### src/rtl/vr_rr_arbiter_if.sv
// vr_rr_arbiter_if: bundles the N upstream valid/ready channels, the single
// downstream valid/ready channel and the grant status of vr_rr_arbiter.
//   master modport : the side that drives requests and downstream ready
//   slave  modport : the arbiter itself
interface vr_rr_arbiter_if #(
  parameter int N   = 4,
  parameter int DW  = 8,
  parameter int IDW = 2
);

  logic [N-1:0]    s_valid;
  logic [N*DW-1:0] s_data;
  logic [N-1:0]    s_ready;
  logic            m_valid;
  logic [DW-1:0]   m_data;
  logic            m_ready;
  logic [N-1:0]    grant_oh;
  logic [IDW-1:0]  grant_id;
  logic            busy;

  modport master (
    output s_valid, s_data, m_ready,
    input  s_ready, m_valid, m_data, grant_oh, grant_id, busy
  );

  modport slave (
    input  s_valid, s_data, m_ready,
    output s_ready, m_valid, m_data, grant_oh, grant_id, busy
  );

endinterface

### src/rtl/vr_rr_arbiter.sv
// vr_rr_arbiter: round-robin arbiter sharing one valid/ready downstream
// channel among N valid/ready masters. A grant is locked from the moment it
// is issued until the granted beat handshakes, so a master's beat is never
// cut off. The most recently served master has lowest priority next time.
//
// Optional feature macro: VR_ARB_BURST_EN
//   undefined : one beat per grant, release to IDLE after every handshake.
//   defined   : up to BURST_MAX back-to-back beats per grant; the grant is
//               released on the BURST_MAX-th beat or when the granted master
//               drops valid after at least one beat.
module vr_rr_arbiter #(
  parameter int N         = 4,
  parameter int DW        = 8,
  parameter int IDW       = 2,
  parameter int BURST_MAX = 4
) (
  input  logic             clk,
  input  logic             rst,
  vr_rr_arbiter_if.slave   bus
);

  // Elaboration-time sanity checks on the configuration.
  if (IDW != $clog2(N)) begin : g_bad_idw
    $error("vr_rr_arbiter: IDW must equal clog2(N)");
  end
  if ((N < 2) || (N > 16)) begin : g_bad_n
    $error("vr_rr_arbiter: N must lie in 2..16");
  end
  if (BURST_MAX < 1) begin : g_bad_burst
    $error("vr_rr_arbiter: BURST_MAX must be at least 1");
  end

  typedef enum logic [0:0] {
    IDLE  = 1'b0,
    GRANT = 1'b1
  } state_t;

  localparam logic [IDW-1:0] LAST_RST = IDW'(N - 1);

`ifdef VR_ARB_BURST_EN
  localparam int BCW = $clog2(BURST_MAX + 1);
`endif

  // ---------------------------------------------------------------------
  // Rotating priority pick: first requester strictly above 'last', else
  // the lowest-numbered requester (wrap-around). Scanning downward lets
  // the final assignment be the lowest matching index.
  // ---------------------------------------------------------------------
  function automatic logic [IDW-1:0] rr_pick(input logic [N-1:0]   req,
                                             input logic [IDW-1:0] last);
    logic [IDW-1:0] first_any;
    logic [IDW-1:0] first_above;
    logic           have_above;
    first_any   = last;
    first_above = last;
    have_above  = 1'b0;
    for (int i = N - 1; i >= 0; i--) begin
      if (req[i]) begin
        first_any = IDW'(i);
        if (i > int'(last)) begin
          first_above = IDW'(i);
          have_above  = 1'b1;
        end else begin
          have_above  = have_above;
        end
      end else begin
        first_any = first_any;
      end
    end
    return have_above ? first_above : first_any;
  endfunction

  // One-hot encode of a master index.
  function automatic logic [N-1:0] to_onehot(input logic [IDW-1:0] idx);
    logic [N-1:0] oh;
    oh = '0;
    for (int i = 0; i < N; i++) begin
      if (idx == IDW'(i)) begin
        oh[i] = 1'b1;
      end else begin
        oh[i] = 1'b0;
      end
    end
    return oh;
  endfunction

  // ---------------------------------------------------------------------
  // State
  // ---------------------------------------------------------------------
  state_t         state_r;
  logic [N-1:0]   grant_oh_r;
  logic [IDW-1:0] grant_id_r;
  logic [IDW-1:0] last_r;
  logic           busy_r;
`ifdef VR_ARB_BURST_EN
  logic [BCW-1:0] beat_cnt_r;
`endif

  logic [IDW-1:0] winner_s;
  logic           sel_valid_s;
  logic           hs_s;
  logic [N-1:0]   s_ready_s;
  logic           m_valid_s;
  logic [DW-1:0]  m_data_s;

  assign winner_s = rr_pick(bus.s_valid, last_r);

  // Forward the granted master's beat to the downstream slave while in GRANT.
  always_comb begin
    sel_valid_s = 1'b0;
    m_data_s    = '0;
    for (int i = 0; i < N; i++) begin
      if (grant_oh_r[i]) begin
        sel_valid_s = bus.s_valid[i];
        m_data_s    = bus.s_data[i*DW +: DW];
      end else begin
        sel_valid_s = sel_valid_s;
      end
    end
    if (state_r == GRANT) begin
      m_valid_s = sel_valid_s;
      s_ready_s = grant_oh_r & {N{bus.m_ready}};
    end else begin
      m_valid_s = 1'b0;
      m_data_s  = '0;
      s_ready_s = '0;
    end
  end

  assign hs_s = m_valid_s & bus.m_ready;

  // Arbitration and grant-lock state machine with registered grant outputs.
  always_ff @(posedge clk) begin
    if (rst) begin
      state_r    <= IDLE;
      grant_oh_r <= '0;
      grant_id_r <= LAST_RST;
      last_r     <= LAST_RST;
      busy_r     <= 1'b0;
`ifdef VR_ARB_BURST_EN
      beat_cnt_r <= '0;
`endif
    end else begin
      case (state_r)
        IDLE: begin
          if (|bus.s_valid) begin
            grant_oh_r <= to_onehot(winner_s);
            grant_id_r <= winner_s;
            busy_r     <= 1'b1;
            state_r    <= GRANT;
          end else begin
            state_r    <= IDLE;
          end
        end
        GRANT: begin
`ifdef VR_ARB_BURST_EN
          if (hs_s) begin
            if ((int'(beat_cnt_r) + 1) < BURST_MAX) begin
              beat_cnt_r <= beat_cnt_r + BCW'(1);
            end else begin
              beat_cnt_r <= '0;
              last_r     <= grant_id_r;
              grant_oh_r <= '0;
              busy_r     <= 1'b0;
              state_r    <= IDLE;
            end
          end else if ((beat_cnt_r != '0) && !sel_valid_s) begin
            // Master ended its burst early: give the channel back.
            beat_cnt_r <= '0;
            last_r     <= grant_id_r;
            grant_oh_r <= '0;
            busy_r     <= 1'b0;
            state_r    <= IDLE;
          end else begin
            state_r    <= GRANT;
          end
`else
          if (hs_s) begin
            last_r     <= grant_id_r;
            grant_oh_r <= '0;
            busy_r     <= 1'b0;
            state_r    <= IDLE;
          end else begin
            // Locked until the beat handshakes, even if valid drops.
            state_r    <= GRANT;
          end
`endif
        end
        default: begin
          state_r    <= IDLE;
          grant_oh_r <= '0;
          busy_r     <= 1'b0;
        end
      endcase
    end
  end

  assign bus.s_ready  = s_ready_s;
  assign bus.m_valid  = m_valid_s;
  assign bus.m_data   = m_data_s;
  assign bus.grant_oh = grant_oh_r;
  assign bus.grant_id = grant_id_r;
  assign bus.busy     = busy_r;

endmodule

### src/flat_wrapper.sv
// flat-port wrapper written by rule: the top's interface ports become plain ports
module vr_rr_arbiter_flat 
#(
  parameter int N         = 4,
  parameter int DW        = 8,
  parameter int IDW       = 2,
  parameter int BURST_MAX = 4
)
  (clk, rst, bus_s_valid, bus_s_data, bus_m_ready, bus_s_ready, bus_m_valid, bus_m_data, bus_grant_oh, bus_grant_id, bus_busy);
  vr_rr_arbiter_if #(.N(N), .DW(DW), .IDW(IDW)) bus_i ();
  input  logic clk;
  input  logic rst;
  input wire logic [$bits(bus_i.s_valid)-1:0] bus_s_valid;
  input wire logic [$bits(bus_i.s_data)-1:0] bus_s_data;
  input wire logic [$bits(bus_i.m_ready)-1:0] bus_m_ready;
  output wire logic [$bits(bus_i.s_ready)-1:0] bus_s_ready;
  output wire logic [$bits(bus_i.m_valid)-1:0] bus_m_valid;
  output wire logic [$bits(bus_i.m_data)-1:0] bus_m_data;
  output wire logic [$bits(bus_i.grant_oh)-1:0] bus_grant_oh;
  output wire logic [$bits(bus_i.grant_id)-1:0] bus_grant_id;
  output wire logic [$bits(bus_i.busy)-1:0] bus_busy;
  assign bus_i.s_valid = bus_s_valid;
  assign bus_i.s_data = bus_s_data;
  assign bus_i.m_ready = bus_m_ready;
  assign bus_s_ready = bus_i.s_ready;
  assign bus_m_valid = bus_i.m_valid;
  assign bus_m_data = bus_i.m_data;
  assign bus_grant_oh = bus_i.grant_oh;
  assign bus_grant_id = bus_i.grant_id;
  assign bus_busy = bus_i.busy;
  vr_rr_arbiter #(.N(N), .DW(DW), .IDW(IDW), .BURST_MAX(BURST_MAX)) u_core (.clk(clk), .rst(rst), .bus(bus_i));
endmodule
### config.mk
export PLATFORM = sky130hd
export DESIGN_NAME = vr_rr_arbiter_flat
export DESIGN_NICKNAME = d
export VERILOG_FILES = /design/src/rtl/vr_rr_arbiter_if.sv /design/src/rtl/vr_rr_arbiter.sv /design/src/flat_wrapper.sv
export SDC_FILE = /design/constraint.sdc
export NUM_CORES = 1
export LEC_CHECK = 0
export ABC_AREA = 1
export CAP_MARGIN = 20
export CORE_ASPECT_RATIO = 1.5
export CORE_MARGIN = 2
export CORE_UTILIZATION = 32
export DETAILED_ROUTE_END_ITERATION = 10
export GPL_TIMING_DRIVEN = 0
export HOLD_SLACK_MARGIN = 0.15
export PLACE_DENSITY_LB_ADDON = 0.3
export REMOVE_ABC_BUFFERS = 1
export SLEW_MARGIN = 20
export SYNTH_ARGS = -nofsm -noshare
export SYNTH_HDL_FRONTEND = slang
export SYNTH_SLANG_ARGS = --single-unit
### constraint.sdc
create_clock -name clk -period 1 [get_ports clk]
set_input_delay 0.25 -clock clk [delete_from_list [all_inputs] [get_ports clk]]
set_output_delay 0.25 -clock clk [all_outputs]
set_load 0.02 [all_outputs]
==> out/metrics.cfg, run 1 <==
[yosys]
synth.most_common_cell=a21oi_1
synth_top_family_by_area=simple AND/OR/NAND/NOR gates
yosys_warnings=0
synth_compound_area_share_pct=28.2
synth_seq_cells=10
synth_area_leaders=dfxtp_1 22%, a21oi_1 14%, nand3_1 8.3%
synth-main-ff-cell=dfxtp_1
synth_xor_area_share_pct=0
synth_edf_count=0
synth_area_um2=906
syn_area_per_cell_um2=6.12
synthMuxAreaShare_pct=0
synth_top_area_share_pct=22.1
yosys.area_share.simple_pct=38.4
async_flop_share_pct=0
synthCells=148
synth_common_cells=25 x a21oi_1, 19 x nand2_1, 15 x nand3_1
yosys.area_share.adder_pct=0
synth.largest_area_cell=dfxtp_1
synthDistinctLibCells=23
seq_area_frac_synth_pct=22.1

[placed_design]
port_buffers=58
globalplace.congestion=0.842
dp_hpwl_mm=2.33
dp_cells=237
place_area_um2=1490

[floorplan]
die_width_um=47.4
die_y_um=69.2
start_util_pct=33.8
ios=59
core_um2=2680
dieArea_um2=3280
rows=23

[cells_and_area]
nets=268
final_area_um2=1900
final.fill_count=228
syn2layout_area_growth_pct=110
n_antenna_cell=0
fin_util_pct=71.1
finalNonFillerCells=265
drive_above_1_share_pct=45.2

[critical_path]
cp_data_required_time_ps=750
cp_max_fo=7
arrival_ps=1380
path_class=reg2out
worstSetupStartpointType=flip-flop
crit_path_end_kind=output port

[outcome]
violations=negative setup slack
outcome=finished with violations

[timing]
fin_skew_ps=2.20
setup_viol=27
layout_setup_ws_ps=-632
fin_crit_ps=1630
hold_viol_final=0
final_max_slew_viol_count=0
relSlewSlack_pct=71.8
min_period_over_period_pct=163
worst_pin_slew_ps=421
grt_setup_unrepaired=yes
max_freq_ghz=0.613
holdWs_ps=468

[clocking]
cts_tree=built
insertion_delay_ps=240
cts.htree.levels=1
cts.sinks=10
cts-root-buf=clkbuf_8
clkTransAtPathRegs_ps=50
cts_buffers=3
ctsLongestPathBuffers=2

[routing]
drt-initial-drc-count=33
drtAntennaViolNets=0
vias_per_cell=5.18
wl_mm=4.05
dr.pass1.iters=4
vias=1373
drc=0
post_drt_wl_per_cell_um=15.3

[grt]
grt_pass1_wl_mm=5.21
antenna_found_initial=0
grt_max_degree=19
grt_pass1_vias=1265
overflow=0
grtUsageTotal_pct=21.2

[power]
leakage_nw=0.852
p_total_w=0.00201
peakVddDrop_uv=1200
powerDensity_nw_per_um2=1050

[flow_run]
cap_violations=0

[worst_hold_path]
min_path_type=in2reg

cell families after synthesis:
kind of cell,count (synthesis)
AO/OA/AOI/OAI,51
flip-flops,10
buffers and inverters,20
AND/OR/NAND/NOR,67
registers in the layout, summed over array words and instances (netlist names):
name	flops
u_core.state_r	1
u_core.bus.grant_oh	4
u_core.bus.busy	1
u_core.bus.grant_id	2
u_core.last_r	2
critical path, stage by stage (launching register included):
cell,delay [ps]
dfxtp_4,390
inv_8,80
buf_6,110
nor2_1,40
o21ai_1,140
o21ai_1,90
a21oi_1,140
buf_4,160
final cells by class:
type / count / area [um2] / share of cell area (%)
clock buffers: 4 / 55.1 / 2.89
inverters: 14 / 86.3 / 4.54
multi-input cells: 118 / 696 / 36.6
flip-flops and latches: 10 / 223 / 11.7
well taps: 37 / 46.3 / 2.43
repair buffers: 81 / 790 / 41.5
repair inverters: 1 / 6.26 / 0.329
per-layer routing:
metal	global-route usage (%)	up-vias	wire, um
met5	0	-	0
met4	8.95	0	111
met3	4.97	10	426
met2	39.0	66	2080
met1	20.0	630	1430
li1	-	667	-
through the flow:
step	setup slack [ps]	TNS (ps)
floorplan	-531	-9100
global placement	-1160	-20310
detailed placement	-1190	-21110
CTS	-567	-8530
global route	-703	-13050
finish	-632	-11380
where the power goes:
group,internal (W),switching [W],total (W)
logic,0.000517,0.000490,0.00101
clock network,0.000346,0.000157,0.000503
registers,0.000437,0.0000591,0.000496
placed cells by master (no fill, tap or decap), types with 2 or more instances in the layout:
cell,instances
nand3_1,12
nand2_2,10
buf_4,25
nand3_2,6
dfxtp_4,5
o21ai_1,19
dlygate4sd2_1,3
inv_8,3
nand2_1,16
nor3_2,3
a21oi_1,16
inv_1,5
buf_12,2
o21ai_0,7
dfxtp_1,2
nor2_2,3
a21oi_2,9
dlymetal6s2s_1,2
inv_2,3
clkdlybuf4s50_1,31
dfxtp_2,3
buf_6,15
clkbuf_8,4
nor2_1,11
nor2_4,2
timing repair:
action                                 in CTS  in global routing
resized for setup                         156                 35
gates cloned                                1                  0
pin swaps                                   9                 13
setup buffers                              10                 14
endpoints found under the hold margin       0                  0
setup endpoints to repair                  30                 27
hold buffers                                0                  0
final timing paths:
path / cells after the start / start / slack [ps] / to
worst max register to register: 10 / u_core.bus.grant_oh[1]$_SDFFE_PP0P_ / -480 / u_core.bus.busy$_SDFFE_PP0P_
worst max-delay path: 7 / u_core.bus.grant_oh[1]$_SDFFE_PP0P_ / -630 / bus_m_data[6]
worst min-delay path: 3 / bus_m_ready / 470 / u_core.last_r[1]$_SDFFE_PP1P_
worst min register to register: 2 / u_core.bus.grant_id[0]$_SDFFE_PP1P_ / 480 / u_core.bus.grant_id[0]$_SDFFE_PP1P_
(Power assumes the default switching activity.)
==> run 2, diff against run 1 <==
--- a/config.mk
+++ b/config.mk
@@ -5,7 +5,6 @@
 export SDC_FILE = /design/constraint.sdc
 export NUM_CORES = 1
 export LEC_CHECK = 0
-export ABC_AREA = 1
 export CAP_MARGIN = 20
 export CORE_ASPECT_RATIO = 1.5
 export CORE_MARGIN = 2
==> constraint.sdc (replaced) <==
create_clock -name clk -period 1 [get_ports clk]
set_input_delay 0.2 -clock clk [delete_from_list [all_inputs] [get_ports clk]]
set_output_delay 0.2 -clock clk [all_outputs]
set_load 0.02 [all_outputs]
==> run 2 against run 1 <==
The flow still finishes with violations (negative setup slack); routed wire length fell by 1.7%; global-route usage rose by 1.0 points; total power rose by 2.9%; critical path type unchanged; via count fell by 2.0%; sequential share of layout area rose by 0.16 points; clock power rose by 1%; utilization fell by 1.3 points; combinational power rose by 4%; flip-flop and latch count did not move; final area fell by 0.79%; fmax fell by 2.4%; setup slack got worse by 40 ps.
==> out/metrics.cfg, run 2 <==
[outcome]
outcome=finished with violations
violations=negative setup slack

[routing]
vias_per_cell=5.77
drc=0
dr.pass1.iters=4
post_drt_wl_per_cell_um=17.1
drt-initial-drc-count=43
vias=1345
drtAntennaViolNets=0
wl_mm=3.98

[clocking]
insertion_delay_ps=240
cts_buffers=3
clkTransAtPathRegs_ps=50
cts_hold_buf=0
cts_tree=built
cts-root-buf=clkbuf_8
cts.htree.levels=1
ctsLongestPathBuffers=2
cts.sinks=10

[critical_path]
worstSetupStartpointType=flip-flop
cp_data_required_time_ps=800
reg2reg_depth=6
arrival_ps=1470
crit_path_end_kind=output port
cp_max_fo=4
path_class=reg2out

[floorplan]
ios=59
die_width_um=47.6
dieArea_um2=3300
die_y_um=69.3
rows=23
start_util_pct=33.7
core_um2=2710

[timing]
fin_crit_ps=1670
fin_skew_ps=9.95
final_max_slew_viol_count=0
grt_setup_unrepaired=yes
relSlewSlack_pct=75.1
min_period_over_period_pct=167
hold_viol_final=0
max_freq_ghz=0.598
layout_setup_ws_ps=-672
setup_viol=27
worst_pin_slew_ps=373

[yosys]
synth-main-ff-cell=dfxtp_1
synthDistinctLibCells=38
yosys_warnings=0
seq_area_frac_synth_pct=22.0
synth.most_common_cell=o21ai_0
synth_seq_cells=10
synthCells=127
syn_area_per_cell_um2=7.17
async_flop_share_pct=0
synth_common_cells=15 x o21ai_0, 12 x nand2_1, 10 x dfxtp_1
synth_area_um2=911
synth_top_area_share_pct=22.0
synth_area_leaders=dfxtp_1 22%, a22o_1 8.7%, o21ai_0 8.2%
synth.largest_area_cell=dfxtp_1
synth_edf_count=0

[placed_design]
globalplace.congestion=0.840
post-place-ws_ps=-1380
port_buffers=58
dp_hpwl_mm=2.36

[power]
peakVddDrop_uv=982
leakage_nw=0.755
powerDensity_nw_per_um2=1090

[cells_and_area]
largest_register_ffs=4
layout_commonest_cell=clkdlybuf4s50_1
syn2layout_area_growth_pct=107
fin_util_pct=69.8
n_antenna_cell=0
layout_common_cells=33 x clkdlybuf4s50_1, 19 x buf_4, 17 x buf_6
drive_above_1_share_pct=45.9
nets=236

[grt]
antenna_found_initial=0
grt_pass1_wl_mm=5.48
grt_pass1_vias=1178
overflow=0
grt_max_degree=14
grtUsageTotal_pct=22.2

[worst_hold_path]
min_path_type=in2reg
holdPathStages=3

[flow_run]
cap_violations=0

==> run 2: cell types whose count changed in the layout (fill, tap and decap cells not counted), sizes merged, moves of 3 or more <==
cell / change
and2: +4
nand3: -14
a211oi: +6
inv: -8
a21oi: -20
a22oi: +8
and3: +4
nor2: -12
nand2: -15
o21ai: -9
a22o: +9
nor2b: +3
==> run 2: final timing paths <==
kind | startpoint | endpoint | slack (ps)
setup / recovery | u_core.bus.grant_oh[0]$_SDFFE_PP0P_ | bus_m_data[1] | -670
hold reg to reg | u_core.bus.busy$_SDFFE_PP0P_ | u_core.bus.busy$_SDFFE_PP0P_ | 470
setup reg to reg | u_core.bus.grant_oh[0]$_SDFFE_PP0P_ | u_core.bus.grant_oh[1]$_SDFFE_PP0P_ | -520
hold / removal | bus_s_valid[3] | u_core.bus.grant_oh[3]$_SDFFE_PP0P_ | 420
==> run 2: kinds of logic after synthesis <==
logic type,count (synthesis),share of synthesized area [%]
compound gates,58,44.2
mux,1,1.10
buf+inv,19,10.4
simple gates,39,22.3
flops,10,22.0
==> run 2: final cells by class <==
type | instances | area [um2]
fill | 223 | 818
multi-input combinational | 98 | 795
inverter | 5 | 18.8
tap | 37 | 46.3
clock buffer | 4 | 55.1
sequential | 10 | 224
timing repair buffer | 79 | 748
==> run 2: through the flow <==
step | cells | hold WS (ps) | setup TNS [ps] | power, W | area, um2
floorplan | 113 | 269 | -9630 | 0.000853 | 835
global placement | 208 | 473 | -24440 | 0.00122 | 1460
detailed placement | 208 | 477 | -24830 | 0.00124 | 1460
CTS | 228 | 395 | -9950 | 0.00196 | 1800
global route | 233 | 431 | -11700 | 0.00217 | 1890
finish | 233 | 419 | -10280 | 0.00206 | 1890
==> run 2: repair_timing <==
action                                 4_1_cts  5_1_grt
pin swaps                                   15       15
setup endpoints to repair                   30       27
endpoints found under the hold margin        0        0
setup buffers                               16        6
gates cloned                                 0        0
gates resized for setup                    182       19
==> run 2: worst max-delay path, stage by stage (launching register included) <==
cell and delay [ps]:
dfxtp_2 320, nor2b_4 130, buf_6 110, buf_6 110, a22oi_2 130, o21ai_1 90, a22o_1 200, buf_6 130
==> run 2: power by group <==
group          switching (W)  internal (W)  total [W]  leakage, nW
Clock               0.000163      0.000347   0.000509       0.0288
Sequential         0.0000631      0.000441   0.000504       0.0856
Combinational       0.000496      0.000556    0.00105        0.641
Total               0.000722       0.00134    0.00206        0.755
==> run 2: routing by layer <==
layer	up-vias	global-route usage (%)	part of all wire [%]
met5	-	0	0
met1	620	23.2	33
met4	0	5.41	2.6
met2	88	40.7	50
met3	14	5.99	13
li1	623	-	-
==> RTL change (settings of run 1) <==
Build with the macro `VR_ARB_BURST_EN` defined.
--- a/src/rtl/vr_rr_arbiter.sv
+++ b/src/rtl/vr_rr_arbiter.sv
@@ -8,6 +8,8 @@
 //   defined   : up to BURST_MAX back-to-back beats per grant; the grant is
 //               released on the BURST_MAX-th beat or when the granted master
 //               drops valid after at least one beat.
+`define VR_ARB_BURST_EN
+
 module vr_rr_arbiter #(
   parameter int N         = 4,
   parameter int DW        = 8,
Check against the original RTL: not equivalent (a bounded check fails within 4 cycles, from zero or initial values and one cycle with rst high).
==> RTL change against run 1 <==
The run still ends with setup timing left; combinational power up 9%; worst setup slack worse by 0.017 ns; fmax down 1.0%; utilization down 0.79 points; synthesized cell count up 5.4%; count of clock-buffer cells in the layout unchanged; wire length up 0.12%; area after synthesis up 7.7%; sequential cell count up 3; critical path depth down 1; cell area up 7.6%; power up 8.8%; final cell count up 4.9%; critical endpoint is now bus_m_data[0].
==> RTL change: results (changes against run 1) <==
| Metric | Value |
|---|---|
| LEAKAGE | `0.894 nW (was 0.852 nW)` |
| Crit path setup slack, layout | `-0.649 ns (was -0.632 ns)` |
| Total of endpoints with negative setup slack in the final report | `30 (was 27)` |
| Vias after detailed routing | `1399 (was 1373)` |
| Largest incremental delay on the critical path | `0.37 ns (was 0.39 ns)` |
| Number of cells after detailed placement | `248 (was 237)` |
| Worst ir drop on vdd | `1160 uV (was 1200 uV)` |
| Count of H-tree levels built during CTS | `1 (unchanged)` |
| Post-synthesis cell type count | `24 (was 23)` |
| Arrival time at the worst endpoint | `1.40 ns (was 1.38 ns)` |
| Worst-path maximum fanout | `8 (was 7)` |
| Routing usage on met3 | `3.96% (was 4.97%)` |
| Share of the yosys chip area belonging to registers | `26.7% (was 22.1%)` |
| Router iterations before antenna repair | `4 (unchanged)` |
| Fraction of synthesis flops using an asynchronous set or reset pin | `0% (unchanged)` |
| Most numerous cell types in the synthesized netlist | `33 x nand2_1, 19 x a21oi_1, 15 x inv_1 (was 25 x a21oi_1, 19 x nand2_1, 15 x nand3_1)` |
| Met2 track utilization from global routing | `40.1% (was 39.0%)` |
| DR vias/cell | `5.03 (was 5.18)` |
| Wire length of the first global-routing pass | `5730 um (was 5210 um)` |
| Global Route met1 Usage | `21.0% (was 20.0%)` |
| Clock buffer count from CTS | `3 (unchanged)` |
| Average cell area after synthesis | `6.26 um^2 (was 6.12 um^2)` |
| Final RePlAce weighted congestion | `0.799 (was 0.842)` |
| Reg-to-reg setup timing slack | `-0.52 ns (was -0.48 ns)` |
| Tightest Hold Check Type | `register to register (was primary input to register)` |
| NumNets Final | `281 (was 268)` |
| Total half-perimeter wirelength after legalization and detailed placement | `2480 um (was 2330 um)` |
| Vias in the first global route | `1323 (was 1265)` |
| Number of flip-flops under the largest register name | `4 (unchanged)` |
| Antenna violations before repair | `0 (unchanged)` |
| Setup clock skew after layout | `0.00247 ns (was 0.00220 ns)` |
| Maximum number of pins on one net before global-route repair | `17 (was 19)` |
| Total wire length after detailed routing | `4050 um (about the same)` |
| Filler Cells Inserted | `249 (was 228)` |
| Place WS | `-1.11 ns (was -1.19 ns)` |
| Detailed router's first-iteration violation count | `23 (was 33)` |
| Violations in the final reports | `setup timing (unchanged)` |
| Number of inserted diodes | `0 (unchanged)` |
| Library cell used as clock root buffer | `clkbuf_8 (unchanged)` |
| Proportion of layout cells with a drive suffix above 1 | `43.9% (was 45.2%)` |
| Worst Tran Pin Value | `0.421 ns (about the same)` |
| All-Layer GR Usage | `20.6% (was 21.2%)` |
| Critical-path cell with the highest stage delay | `dfxtp_4 (unchanged)` |
| Synth area leaders | `dfxtp_1 27%, nand2_1 13%, a21oi_1 9.7% (was dfxtp_1 22%, a21oi_1 14%, nand3_1 8.3%)` |
| Result of the run | `finished, violations left (unchanged)` |
| Number of warnings printed during yosys synthesis | `0 (unchanged)` |
| TNS Setup | `-13.32 ns (was -11.38 ns)` |
| Worst skew pair latency | `0.24 ns (about the same)` |
==> RTL change: cell count changes in the layout (fill, tap and decap cells not counted), sizes merged, moves of 5 or more <==
| cell | run 1 | this run |
|---|---|---|
| nor2 | 16 | 10 |
| inv | 13 | 19 |
| nand2 | 27 | 37 |
| o21ai | 26 | 16 |
| a21oi | 25 | 20 |
| nand3 | 19 | 11 |
| a22oi | 0 | 6 |
==> RTL change: cells by family after synthesis <==
group	synth area share [%]
fa+ha+maj	2.56
xor+xnor	0.898
flops	26.7
buf+inv	10.1
simple gates	32.2
compound gates	27.6
==> RTL change: where the power goes <==
part           switching (W)  total [W]  leakage (nW)  internal (W)
clock               0.000185   0.000467        0.0228      0.000281
sequential         0.0000521   0.000619         0.109      0.000567
combinational       0.000537    0.00110         0.762      0.000560
total               0.000775    0.00218         0.894       0.00141
==> RTL change: cell type report <==
class	count	area share, %
Clock buffer	4	2.20
Inverter	21	4.58
Multi-Input combinational cell	117	36.7
Sequential cell	13	13.8
Tap cell	39	2.38
Timing Repair Buffer	84	40.3
==> RTL change: final timing paths <==
path,depth (start not counted),endpoint,startpoint
setup / recovery,6,bus_m_data[0],u_core.bus.grant_oh[1]
hold reg to reg,2,u_core.bus.busy,u_core.bus.busy
hold / removal,2,u_core.bus.busy,u_core.bus.busy
setup reg to reg,10,u_core.bus.grant_oh[1],u_core.bus.grant_oh[1]
==> RTL change: worst max-delay path: cells and delay by family (launching register included) <==
kind                   cells  cell delay [ns]
DFF                        1             0.37
buffers and inverters      1             0.16
and+or+nand+nor            2             0.31
AOI/OAI and AO/OA          3             0.31
==> RTL change: stage by stage <==
stage          instance area [um^2]  hold slack (ns)
2_1_floorplan                   956            0.319
3_3_place_gp                   1590            0.455
3_5_place_dp                   1590            0.457
4_1_cts                        1860            0.465
5_1_grt                        2050            0.495
6_report                       2050            0.466
==> RTL change: metal layers <==
layer / wire length, um / vias up
met5: 0 / -
met1: 1610 / 639
met2: 2120 / 60
li1: - / 694
met3: 243 / 6
met4: 74 / 0
==> RTL change: repair_timing <==
item,4_1_cts,5_1_grt
cloned,0,1
pin swaps,19,16
gates resized for setup,153,29
endpoints found under the setup margin,33,31
setup buffers,19,6
hold endpoints to repair,0,0
